$ cat config.mk
export PLATFORM = sky130hd
export DESIGN_NAME = uart_pixel_rx
export DESIGN_NICKNAME = d
export VERILOG_FILES = /design/src/rtl/uart_pixel_rx.sv
export SDC_FILE = /design/constraint.sdc
export NUM_CORES = 1
export LEC_CHECK = 0
export CAP_MARGIN = 20
export CORE_UTILIZATION = 50
export CTS_CLUSTER_SIZE = 40
export DETAILED_ROUTE_END_ITERATION = 8
export PLACE_DENSITY_LB_ADDON = 0.05
export SLEW_MARGIN = 5
export SYNTH_ARGS = -nofsm -noshare
export SYNTH_HDL_FRONTEND = slang
export SYNTH_SLANG_ARGS = --single-unit
export TNS_END_PERCENT = 30
$ cat constraint.sdc
create_clock -name i_clk -period 2.7 [get_ports i_clk]
set_input_delay 0.54 -clock i_clk [delete_from_list [all_inputs] [get_ports i_clk]]
set_output_delay 0.54 -clock i_clk [all_outputs]
set_load 0.05 [all_outputs]
$ cat src/rtl/uart_pixel_rx.sv
// uart_pixel_rx: UART receiver that packs BYTES_PER_PIX characters into pixel words for frame RAM
module uart_pixel_rx #(
    parameter int CLKS_PER_BIT  = 4,
    parameter int DATA_BITS     = 8,
    parameter int MSB_FIRST     = 1,
    parameter int PARITY        = 0,
    parameter int BYTES_PER_PIX = 3,
    parameter int FRAME_PIX     = 76800,
    parameter int ADDR_W        = 17
) (
    input  logic                               i_clk,
    input  logic                               i_rst_n,
    input  logic                               i_din,
    output logic [BYTES_PER_PIX*DATA_BITS-1:0] o_pic_out,
    output logic [ADDR_W-1:0]                  o_addr,
    output logic                               o_wr_ram,
    output logic                               o_pic_done,
    output logic                               o_frame_err,
    output logic                               o_parity_err
);
    localparam int PW = BYTES_PER_PIX * DATA_BITS;
    localparam int TW = $clog2(CLKS_PER_BIT);
    localparam int BW = $clog2(DATA_BITS + 1);
    localparam int IW = $clog2(BYTES_PER_PIX + 1);

    typedef enum logic [2:0] {IDLE, START, DATA, PAR, STOP, WAIT_IDLE} state_t;

    state_t                 r_state, w_next;
    logic                   r_din_m, r_din_s;
    logic [TW-1:0]          r_tmr;
    logic [BW-1:0]          r_bit_cnt;
    logic [DATA_BITS-1:0]   r_shift, w_shift_nxt;
    logic [PW-1:0]          r_pix, w_pix_nxt;
    logic [IW-1:0]          r_idx;
    logic                   r_par_bad;
    logic                   w_half, w_tick, w_last, w_smp, w_stop, w_good, w_pix_done, w_addr_last;

    // two-flop synchroniser for the asynchronous serial line, idling high
    always_ff @(posedge i_clk) begin
        if (!i_rst_n) begin
            r_din_m <= 1'b1;
            r_din_s <= 1'b1;
        end else begin
            r_din_m <= i_din;
            r_din_s <= r_din_m;
        end
    end

    // FSM state register
    always_ff @(posedge i_clk) begin
        if (!i_rst_n) r_state <= IDLE;
        else          r_state <= w_next;
    end

    // next-state logic and per-cycle sampling decisions
    always_comb begin
        w_half      = r_tmr == TW'(CLKS_PER_BIT / 2 - 1);
        w_tick      = r_tmr == TW'(CLKS_PER_BIT - 1);
        w_last      = r_bit_cnt == BW'(DATA_BITS - 1);
        w_smp       = (r_state == START && w_half) ||
                      ((r_state == DATA || r_state == PAR || r_state == STOP) && w_tick);
        w_stop      = r_state == STOP && w_tick;
        w_good      = w_stop && r_din_s && !r_par_bad;
        w_pix_done  = w_good && r_idx == IW'(BYTES_PER_PIX - 1);
        w_addr_last = o_addr == ADDR_W'(FRAME_PIX - 1);
        w_shift_nxt = (MSB_FIRST != 0) ? {r_shift[DATA_BITS-2:0], r_din_s}
                                       : {r_din_s, r_shift[DATA_BITS-1:1]};
        w_pix_nxt   = PW'({r_pix, r_shift});
        w_next      = r_state;
        case (r_state)
            IDLE:      if (!r_din_s) w_next = START;
            START:     if (w_half) w_next = r_din_s ? IDLE : DATA;
            DATA:      if (w_tick && w_last) w_next = (PARITY != 0) ? PAR : STOP;
            PAR:       if (w_tick) w_next = STOP;
            STOP:      if (w_tick) w_next = r_din_s ? IDLE : WAIT_IDLE;
            WAIT_IDLE: if (r_din_s) w_next = IDLE;
            default:   w_next = IDLE;
        endcase
    end

    // bit timing, character deserialisation, pixel assembly and RAM write sequencing
    always_ff @(posedge i_clk) begin
        if (!i_rst_n) begin
            r_tmr        <= '0;
            r_bit_cnt    <= '0;
            r_shift      <= '0;
            r_pix        <= '0;
            r_idx        <= '0;
            r_par_bad    <= 1'b0;
            o_pic_out    <= '0;
            o_addr       <= '0;
            o_wr_ram     <= 1'b0;
            o_pic_done   <= 1'b0;
            o_frame_err  <= 1'b0;
            o_parity_err <= 1'b0;
        end else begin
            r_tmr        <= (r_state == IDLE || r_state == WAIT_IDLE || w_smp) ? '0 : r_tmr + 1'b1;
            r_bit_cnt    <= (r_state != DATA) ? '0 : r_bit_cnt + BW'(w_tick);
            r_par_bad    <= (r_state == IDLE) ? 1'b0 :
                            (r_state == PAR && w_tick) ? ((^r_shift ^ r_din_s) != (PARITY == 2)) :
                            r_par_bad;
            o_frame_err  <= w_stop && !r_din_s;
            o_parity_err <= w_stop && r_par_bad;
            o_wr_ram     <= w_pix_done;
            o_pic_done   <= w_pix_done && w_addr_last;
            r_idx        <= ((w_stop && !w_good) || w_pix_done) ? '0 : w_good ? r_idx + 1'b1 : r_idx;
            if (r_state == DATA && w_tick) r_shift <= w_shift_nxt;
            if (w_good) r_pix <= w_pix_nxt;
            if (w_pix_done) o_pic_out <= w_pix_nxt;
            if (o_wr_ram) o_addr <= w_addr_last ? '0 : o_addr + 1'b1;
        end
    end
endmodule
* Word level (Yosys, flattened, before mapping)
Index checks and enable logic that the tools add are counted.
** Storage, ports and cells
- Word-level logic and storage cells :: 77
- Flip-flop bits (word level) :: 83
- Output and inout bits :: 45
- Bits of input ports :: 3
** Cells by class
- Equality and inequality tests :: 17
- $add $sub $neg :: 4
- Reduce and logical (&&, ||, !) cells :: 29
- Bitwise logic cells :: 2
- Multiplexer cells :: 10
** Operators with widths (number)
- $mux 3 :: 7
- $pmux 3 s6 :: 1
- $add 17x1->17 const B :: 1
- $eq 17x17->1 const B :: 1
- $mux 17 :: 1
- $logic_and 1x1->1 :: 13
- $ne 2x2->1 const B :: 5
- $reduce_or 2->1 :: 4
- $reduce_xor 8->1 :: 1
- $eq 3x2->1 const B :: 2
- $eq 3x3->1 const B :: 2
- $logic_or 1x1->1 :: 6
- $reduce_and 6->1 :: 1
- $add 2x1->2 const B :: 2
- $add 4x1->4 :: 1
- $eq 2x2->1 const B :: 2
- $eq 4x3->1 const B :: 1
- $eq 3x1->1 const B :: 1
- $logic_not 1->1 :: 3
- $logic_not 3->1 :: 1
- $ne 3x2->1 const B :: 1
- $eq 2x1->1 const B :: 1
- $mux 2 :: 1
- $ne 2x1->1 const B :: 1
- 2 further kinds :: 2

* Longest topological paths before layout
Gate-level depths: netlist of the first run.
- Word-level depth :: 8
- Gate-level depth with buffers :: 10
- Gate-level depth less buffers :: 6

* Least setup slack after synthesis of the first run
Ideal clock, no wire load.
- Path kind :: register to register
- From :: register o_addr[0]
- To :: register o_addr[10]
- Required time :: 2.583 ns
- Path slack :: 0.515 ns
- Buffers on the path :: 2
- Clock period less this slack :: 2.185 ns
- Cell stages (with the launch flop) :: 8
- Arrival :: 2.068 ns
- Setup time :: 0.117 ns
- Cells stage by stage :: dfxtp_1 ha_1 and4_1 clkbuf_1 nand4_1 o21ai_0 buf_2 nor2_1
** Between the ends
- Longest elaborated chain between the ends :: 2
- Elaborated cells between the ends (all ways) :: 3
- Those cells by class :: add/sub (1); eq/ne (1); mux (1)
** Ends and longest elaborated chain
- from (decl) :: line 15 : output logic [ADDR_W-1:0] o_addr,
- from (signal assigned) :: line 110 : if (o_wr_ram) o_addr <= w_addr_last ? '0 : o_addr + 1'b1;
- $add 17x1->17 / $eq 17x17->1 (equally long branches) :: line 110, 65
- $mux 17 * :: line 110
Every way passes the cells marked *; elsewhere a longest branch is shown, timed or not.
A chain may end at the register's enable or synchronous reset.

* Worst setup path in the final report of the first run
- From :: register o_addr[4]
- To :: output port o_addr[4]
No word-level cell between the ends.

==> results of run 1 <==
-- layer usage --
metal / wire length, um / GRT usage, % / part of all wire (%)
met1: 3321 / 27.68 / 52
met5: 0 / 0 / 0
met3: 179 / 3.264 / 2.8
met4: 102 / 8.464 / 1.6
met2: 2799 / 30.63 / 44
-- cell usage in the layout, fill, tap and decap left out, types with 2 or more instances in the layout --
cell type and n:
nor2_1 12, o21ai_0 9, or3_1 4, xor2_1 6
o311ai_0 3, and3_1 4, a21oi_1 8, dfxtp_1 83
nand2b_1 5, and4_1 3, nor4_1 2, buf_4 5
ha_1 6, nand3_1 7, a22o_1 24, clkdlybuf4s50_1 47
xnor2_1 11, nor2b_1 2, clkinv_4 2, and2_1 7
or4_1 4, inv_6 2, nand4_1 6, o31ai_1 3
a21boi_0 29, nor3_1 4, inv_1 8, mux2i_1 2
clkbuf_8 10, nand2_1 57
-- power by group --
| part | internal, uW | leakage, uW | switching [uW] |
|---|---|---|---|
| registers | 1220 | 0.000669 | 2.56 |
| clock network | 367 | 0.0000933 | 453 |
| logic | 16.7 | 0.000622 | 22.1 |
-- sequential cells by signal, indices dropped and copies added (netlist names) --
signal,flops
r_din_m,1
o_addr,17
o_pic_done,1
r_par_bad,1
o_frame_err,1
r_idx,2
o_wr_ram,1
r_bit_cnt,4
r_state,3
r_pix,16
o_parity_err,1
o_pic_out,24
r_shift,8
r_tmr,2
r_din_s,1
-- through the flow --
stage	util (%)	hold slack, ns	instance area [sq um]
after floorplan	-	0.3863	3357
final	62.26	0.4137	3999
after CTS	62.26	0.4158	3999
after global placement	59.38	0.3933	3814
after detailed placement	59.38	0.3981	3814
after global routing	62.26	0.4425	3999
-- final timing paths --
| kind | to | from | cells past startpoint | slack, ns |
|---|---|---|---|---|
| worst max register to register | o_pic_out[23] | r_state[1] | 4 | 0.65 |
| worst max-delay path | o_addr[4] | o_addr[4] | 1 | 0.46 |
| worst min-delay path | r_din_s | r_din_m | 1 | 0.41 |
| worst min register to register | r_din_s | r_din_m | 1 | 0.41 |
-- cell type report --
type                    instances  area (sq um)  area share (%)
clock buffers                  10         137.6           3.442
well taps                      77         96.34           2.409
flip-flops and latches         83          1662           41.55
clock inverters                 6         47.55           1.189
multi-input cells             232          1518           37.95
repair buffers                 52         508.0           12.70
inverters                       8         30.03          0.7509
-- cell families (layout without fill, tap and decap cells) --
| family | after synthesis | after routing |
|---|---|---|
| adders and majority gates | 6 | 6 |
| DFF | 83 | 83 |
| buffers and inverters | 30 | 76 |
| xor gates and xnor gates | 18 | 18 |
| AOI/OAI and AO/OA | 79 | 79 |
| and+or+nand+nor | 127 | 127 |
| muxes | 2 | 2 |
==> impl_results.md, run 1 <==
* Critical path data required time at 2.16 ns
* Pwr/cell area at 521.6 mW/mm^2
* Post-detail-place hpwl at 4360 um
* Peak supply drop at 0.2577 mV
* Initial Util at 52.27%
* Post-synthesis adder-cell area fraction at 2.236%
* Vias at 2490
* Height of the die at 83.94 um
* Initial antenna violation count at 0
* Vias in the first global route at 2351
* Post-synthesis sequential area ratio at 49.50%
* # rows at 29
* Hold Fails Final Rpt at 0
* Placed Cells at 452
* Pre-antenna DRT Iters at 7
* Die Wd at 83.94 um
* CTS buffer count at 9
* Status: finished, violations left
* Worst Hold Class: flop to flop
* Worst-path clk slew at 0.09 ns
* RSZ-0062 raised after global routing: false
* Largest family of logic cells by synthesized area: simple AND/OR/NAND/NOR gates
* Total congestion overflow at 0
* # Post-CTS Setup Buffers at 0
* Mapped Nets at 354
* Synth Register Bits at 83
* Synth top area share at 49.50%
* Global placement routability congestion at 0.7587
* Layout Nets at 395
* Worst-skew pair later-pin latency at 0.35 ns
* Drt initial violations at 81
* Slew @ Worst Pin at 0.6928 ns
* Final Instance Count excl. Fillers at 468
* Pre-CTS WS at 0.6506 ns
* Max Fclk at 0.4458 GHz
* Post-synth top cells: dfxtp_1, nand2_1, a21boi_0
* Async S/R FF share, synth at 0%
* Largest net degree at the start of global routing at 30
* Arrival time at the worst endpoint at 1.70 ns
* Slowest CP cell: clkdlybuf4s50_1
* Clk_skew at 0.01009 ns
* Clock sinks at 83
* Avg WL per Cell at 13.68 um
* Vias per Instance at 5.321
* Synthesized cell area at 0.003357 sq mm
* WP buf/inv at 1
* Post-synthesis instance total at 345
* P&R area growth vs syn at 19.12%
* Synth area leaders: dfxtp_1, a21boi_0, nand2_1
* # setup viols final at 0
* Core area at 0.006422 sq mm
* CP Launch Type: flop
* CTS tree: built
* Violated checks: design-rule violations
* Die area at 0.007046 sq mm
* MaxCap Viol Count at 0
* Synth Area in Compound Gates at 17.85%
* Post-synth EDFFs at 0
* H-tree depth at 3
* Type of the worst setup path: flop to output port
* Count leader, synth: dfxtp_1
* Final Max Slew Viols at 0
* Wirelength, routed at 6403 um
* GRT Total Usage at 19.92%
* Netlist cell types at 44
* Top_reg_cell synth: dfxtp_1
* Area leader, netlist: dfxtp_1
* Mapped Avg Cell Area at 9.730 sq um
* First-pass GRT wire length at 11230 um
* Endpoint class of the critical path: output port
* Slew HR at 53.70%
* Root buffer cell: clkbuf_8
* Kind of cell adding the most delay to the critical path: buffers and inverters
* PostCTS Resize Cnt at 0
* Mux share of post-synthesis cell area at 0.5963%
* DRT antenna net count at 0
* Worst Slack Setup Final at 0.4566 ns
* Cell Chain, Critical Path: clkdlybuf4s50_1
* Fillers at 570
* Hold Buf Count CTS at 0
* Drc violations at 8
* Syn. warnings at 0
* Max Fanout on Critical Path at 8
* Final setup TNS at 0 ns
* Ant. Diodes at 0
* CTS max path bufs at 2
* Layout cells sized above 1 at 6.650%
* Period utilisation layout at 83.09%
* # port buffers at 47
* Pwr Total at 2086 uW
* CP max stage delay at 0.87 ns
* LEAKAGE at 0.001384 uW
* Post-Synth Simple-Gate Area at 19.42%
* Ports at 48
* Fin crit period at 2.243 ns
* Post-Synth XOR/XNOR Area at 5.106%
No activity file was read; power rests on OpenSTA's default activity.
==> run 2, diff against run 1 <==
--- a/config.mk
+++ b/config.mk
@@ -6,7 +6,7 @@
 export NUM_CORES = 1
 export LEC_CHECK = 0
 export CAP_MARGIN = 20
-export CORE_UTILIZATION = 50
+export CORE_UTILIZATION = 48
 export CTS_CLUSTER_SIZE = 40
 export DETAILED_ROUTE_END_ITERATION = 8
 export PLACE_DENSITY_LB_ADDON = 0.05
==> constraint.sdc (replaced) <==
create_clock -name i_clk -period 1.95 [get_ports i_clk]
set_input_delay 0.39 -clock i_clk [delete_from_list [all_inputs] [get_ports i_clk]]
set_output_delay 0.39 -clock i_clk [all_outputs]
set_load 0.05 [all_outputs]
==> impl_results.md, run 2 (same netlist as run 1, synthesis figures left out) <==
* Status: finished clean (was finished, violations left)
* # setup viols final at 0 (unchanged)
* # Post-CTS Setup Buffers at 0 (unchanged)
* Clk_skew at 0.01274 ns (was 0.01009 ns)
* WP buf/inv at 1 (unchanged)
* Post-detail-place hpwl at 4527 um (was 4360 um)
* Core area at 0.006756 sq mm (was 0.006422 sq mm)
* P&R area growth vs syn at 21.10% (was 19.12%)
* RSZ-0062 raised after global routing: false (unchanged)
* CTS tree: built (unchanged)
* Height of the die at 85.63 um (was 83.94 um)
* Worst Hold Class: flop to flop (unchanged)
* Largest net degree at the start of global routing at 27 (was 30)
* CP max stage delay at 0.81 ns (was 0.87 ns)
* Die area at 0.007333 sq mm (was 0.007046 sq mm)
* LEAKAGE at 0.001592 uW (was 0.001384 uW)
* Reg2reg path depth at 6 (was 4)
* Max Fclk at 0.5209 GHz
* Number of flip-flops under the largest register name at 24 (unchanged)
* Drt initial violations at 111 (was 81)
* Fillers at 618 (was 570)
* Initial Util at 49.69% (was 52.27%)
* Slew HR at 66.07% (was 53.70%)
* Pwr/cell area at 717.2 mW/mm^2 (was 521.6 mW/mm^2)
* Global placement routability congestion at 0.7442 (was 0.7587)
* # rows at 30 (was 29)
* Vias in the first global route at 2282 (was 2351)
* Ant. Diodes at 0 (unchanged)
* Wirelength, routed at 6625 um (was 6403 um)
* Final Max Slew Viols at 0 (unchanged)
* Multi-input gate area at 0.001518 sq mm (unchanged)
* First-pass GRT wire length at 11050 um (was 11230 um)
* Vias per Instance at 5.418 (was 5.321)
* Register area at 0.001669 sq mm (was 0.001662 sq mm)
* Logic depth of the worst path, buffers included at 1 (unchanged)
* Hold path depth at 1 (unchanged)
* Most frequent cells in the layout: dfxtp_1, nand2_1, a21boi_0 (was dfxtp_1, nand2_1, clkdlybuf4s50_1)
* Root buffer cell: clkbuf_8 (unchanged)
* Layout cells sized above 1 at 11.56% (was 6.650%)
* Arrival time at the worst endpoint at 1.53 ns (was 1.70 ns)
* FF-to-FF End: r_state[1] (was o_pic_out[23])
* Min-delay src: r_din_m (unchanged)
* Critical path data required time at 1.56 ns (was 2.16 ns)
* Most flop-heavy register: o_pic_out (unchanged)
* Total congestion overflow at 0 (unchanged)
* Slew @ Worst Pin at 0.5074 ns (was 0.6928 ns)
* Max Fanout on Critical Path at 2 (was 8)
* Kind of cell adding the most delay to the critical path: buffers and inverters (unchanged)
* CTS max path bufs at 2 (unchanged)
* DRT antenna net count at 0 (unchanged)
* Pre-CTS WS at 0.1607 ns (was 0.6506 ns)
* Avg WL per Cell at 13.86 um (was 13.68 um)
* Slowest CP cell: clkdlybuf4s50_1 (unchanged)
* Pre-antenna DRT Iters at 4 (was 7)
* Register-to-register setup slack at 0.11 ns (was 0.65 ns)
* H-tree depth at 3 (unchanged)
* Cell Chain, Critical Path: clkdlybuf4s50_1 (unchanged)
* Commonest non-fill, non-tap cell in the layout: dfxtp_1 (unchanged)
* Vias at 2590 (was 2490)
* Pwr Total at 2916 uW (was 2086 uW)
* Type of the worst setup path: flop to output port (unchanged)
* Peak supply drop at 0.4899 mV (was 0.2577 mV)
* Endpoint class of the critical path: output port (unchanged)
* Hold Fails Final Rpt at 0 (unchanged)
* Initial antenna violation count at 0 (unchanged)
* Worst Slack Setup Final at 0.03036 ns (was 0.4566 ns)
* Drc violations at 0 (was 8)
* R2r startpoint: r_tmr[0] (was r_state[1])
* Period utilisation layout at 98.44%
* Hold EP: r_din_s (unchanged)
* CTS buffer count at 9 (unchanged)
* Fin crit period at 1.920 ns
* Ports at 48 (unchanged)
* CP Launch Type: flop (unchanged)
* Die Wd at 85.63 um (was 83.94 um)
* Hold Slack at 0.4137 ns (about the same)
* GRT Total Usage at 19.16% (was 19.92%)
* Worst-skew pair later-pin latency at 0.36 ns (was 0.35 ns)
* Worst-path clk slew at 0.08 ns (was 0.09 ns)
* Clock sinks at 83 (unchanged)
* MaxCap Viol Count at 0 (unchanged)
* Largest regs: o_pic_out x24, o_addr x17, r_pix x16 (unchanged)
* Layout Nets at 402 (was 395)
* # port buffers at 47 (unchanged)
## run 2: cell count changes in the layout (fill, tap and decap cells not counted)
cell | before | now
o21ai_1 | 0 | 1
buf_12 | 0 | 1
clkinv_4 | 2 | 3
dlymetal6s2s_1 | 0 | 6
dfxtp_2 | 0 | 6
clkdlybuf4s50_1 | 47 | 27
buf_4 | 5 | 18
dfxtp_1 | 83 | 77
clkinvlp_4 | 1 | 0
dlygate4sd2_1 | 0 | 7
o21ai_0 | 9 | 8
## run 2: how the worst max path moves through the flow
stage	start	end	slack [ns]
2_1_floorplan	r_tmr[0]	o_pic_out[19]	-0.004
3_3_place_gp	r_tmr[0]	r_state[1]	0.21
3_5_place_dp	r_tmr[0]	o_pic_out[19]	0.16
4_1_cts	o_addr[16]	o_addr[16]	0.00001
5_1_grt	o_pic_out[0]	o_pic_out[0]	0.003
6_report	o_pic_out[10]	o_pic_out[10]	0.03
## run 2: timing repair
item,CTS,global route
setup endpoints to repair,7,6
endpoints found under the hold margin,0,0
resized for setup,7,6
hold buffers,0,0
## run 2: final cells by class
cell class | instances | share of cell area, %
Multi-Input combinational cell | 232 | 37.33
Clock buffer | 10 | 3.386
Timing Repair Buffer | 59 | 13.82
Clock inverter | 6 | 1.200
Tap cell | 80 | 2.462
Sequential cell | 83 | 41.06
Inverter | 8 | 0.7387
## run 2: where the power goes
part | total, uW | switching [uW] | internal, uW
Combinational | 61.0 | 32.3 | 28.7
Sequential | 1700 | 3.26 | 1700
Clock | 1160 | 644 | 511
## run 2: metrics by stage
stage / setup TNS, ns / cell area (sq um) / utilization, % / std cells
CTS: 0 / 4050 / 59.94 / 478
finish: 0 / 4065 / 60.17 / 478
global route: 0 / 4065 / 60.17 / 478
global placement: 0 / 3872 / 57.31 / 462
floorplan: -0.06072 / 3364 / - / 345
detailed placement: 0 / 3872 / 57.31 / 462
## run 2: per-layer routing
layer | global-route usage [%] | wire, um
met5 | 0 | 0
met4 | 8.182 | 102
met3 | 3.561 | 256
met1 | 26.84 | 3325
met2 | 29.02 | 2942
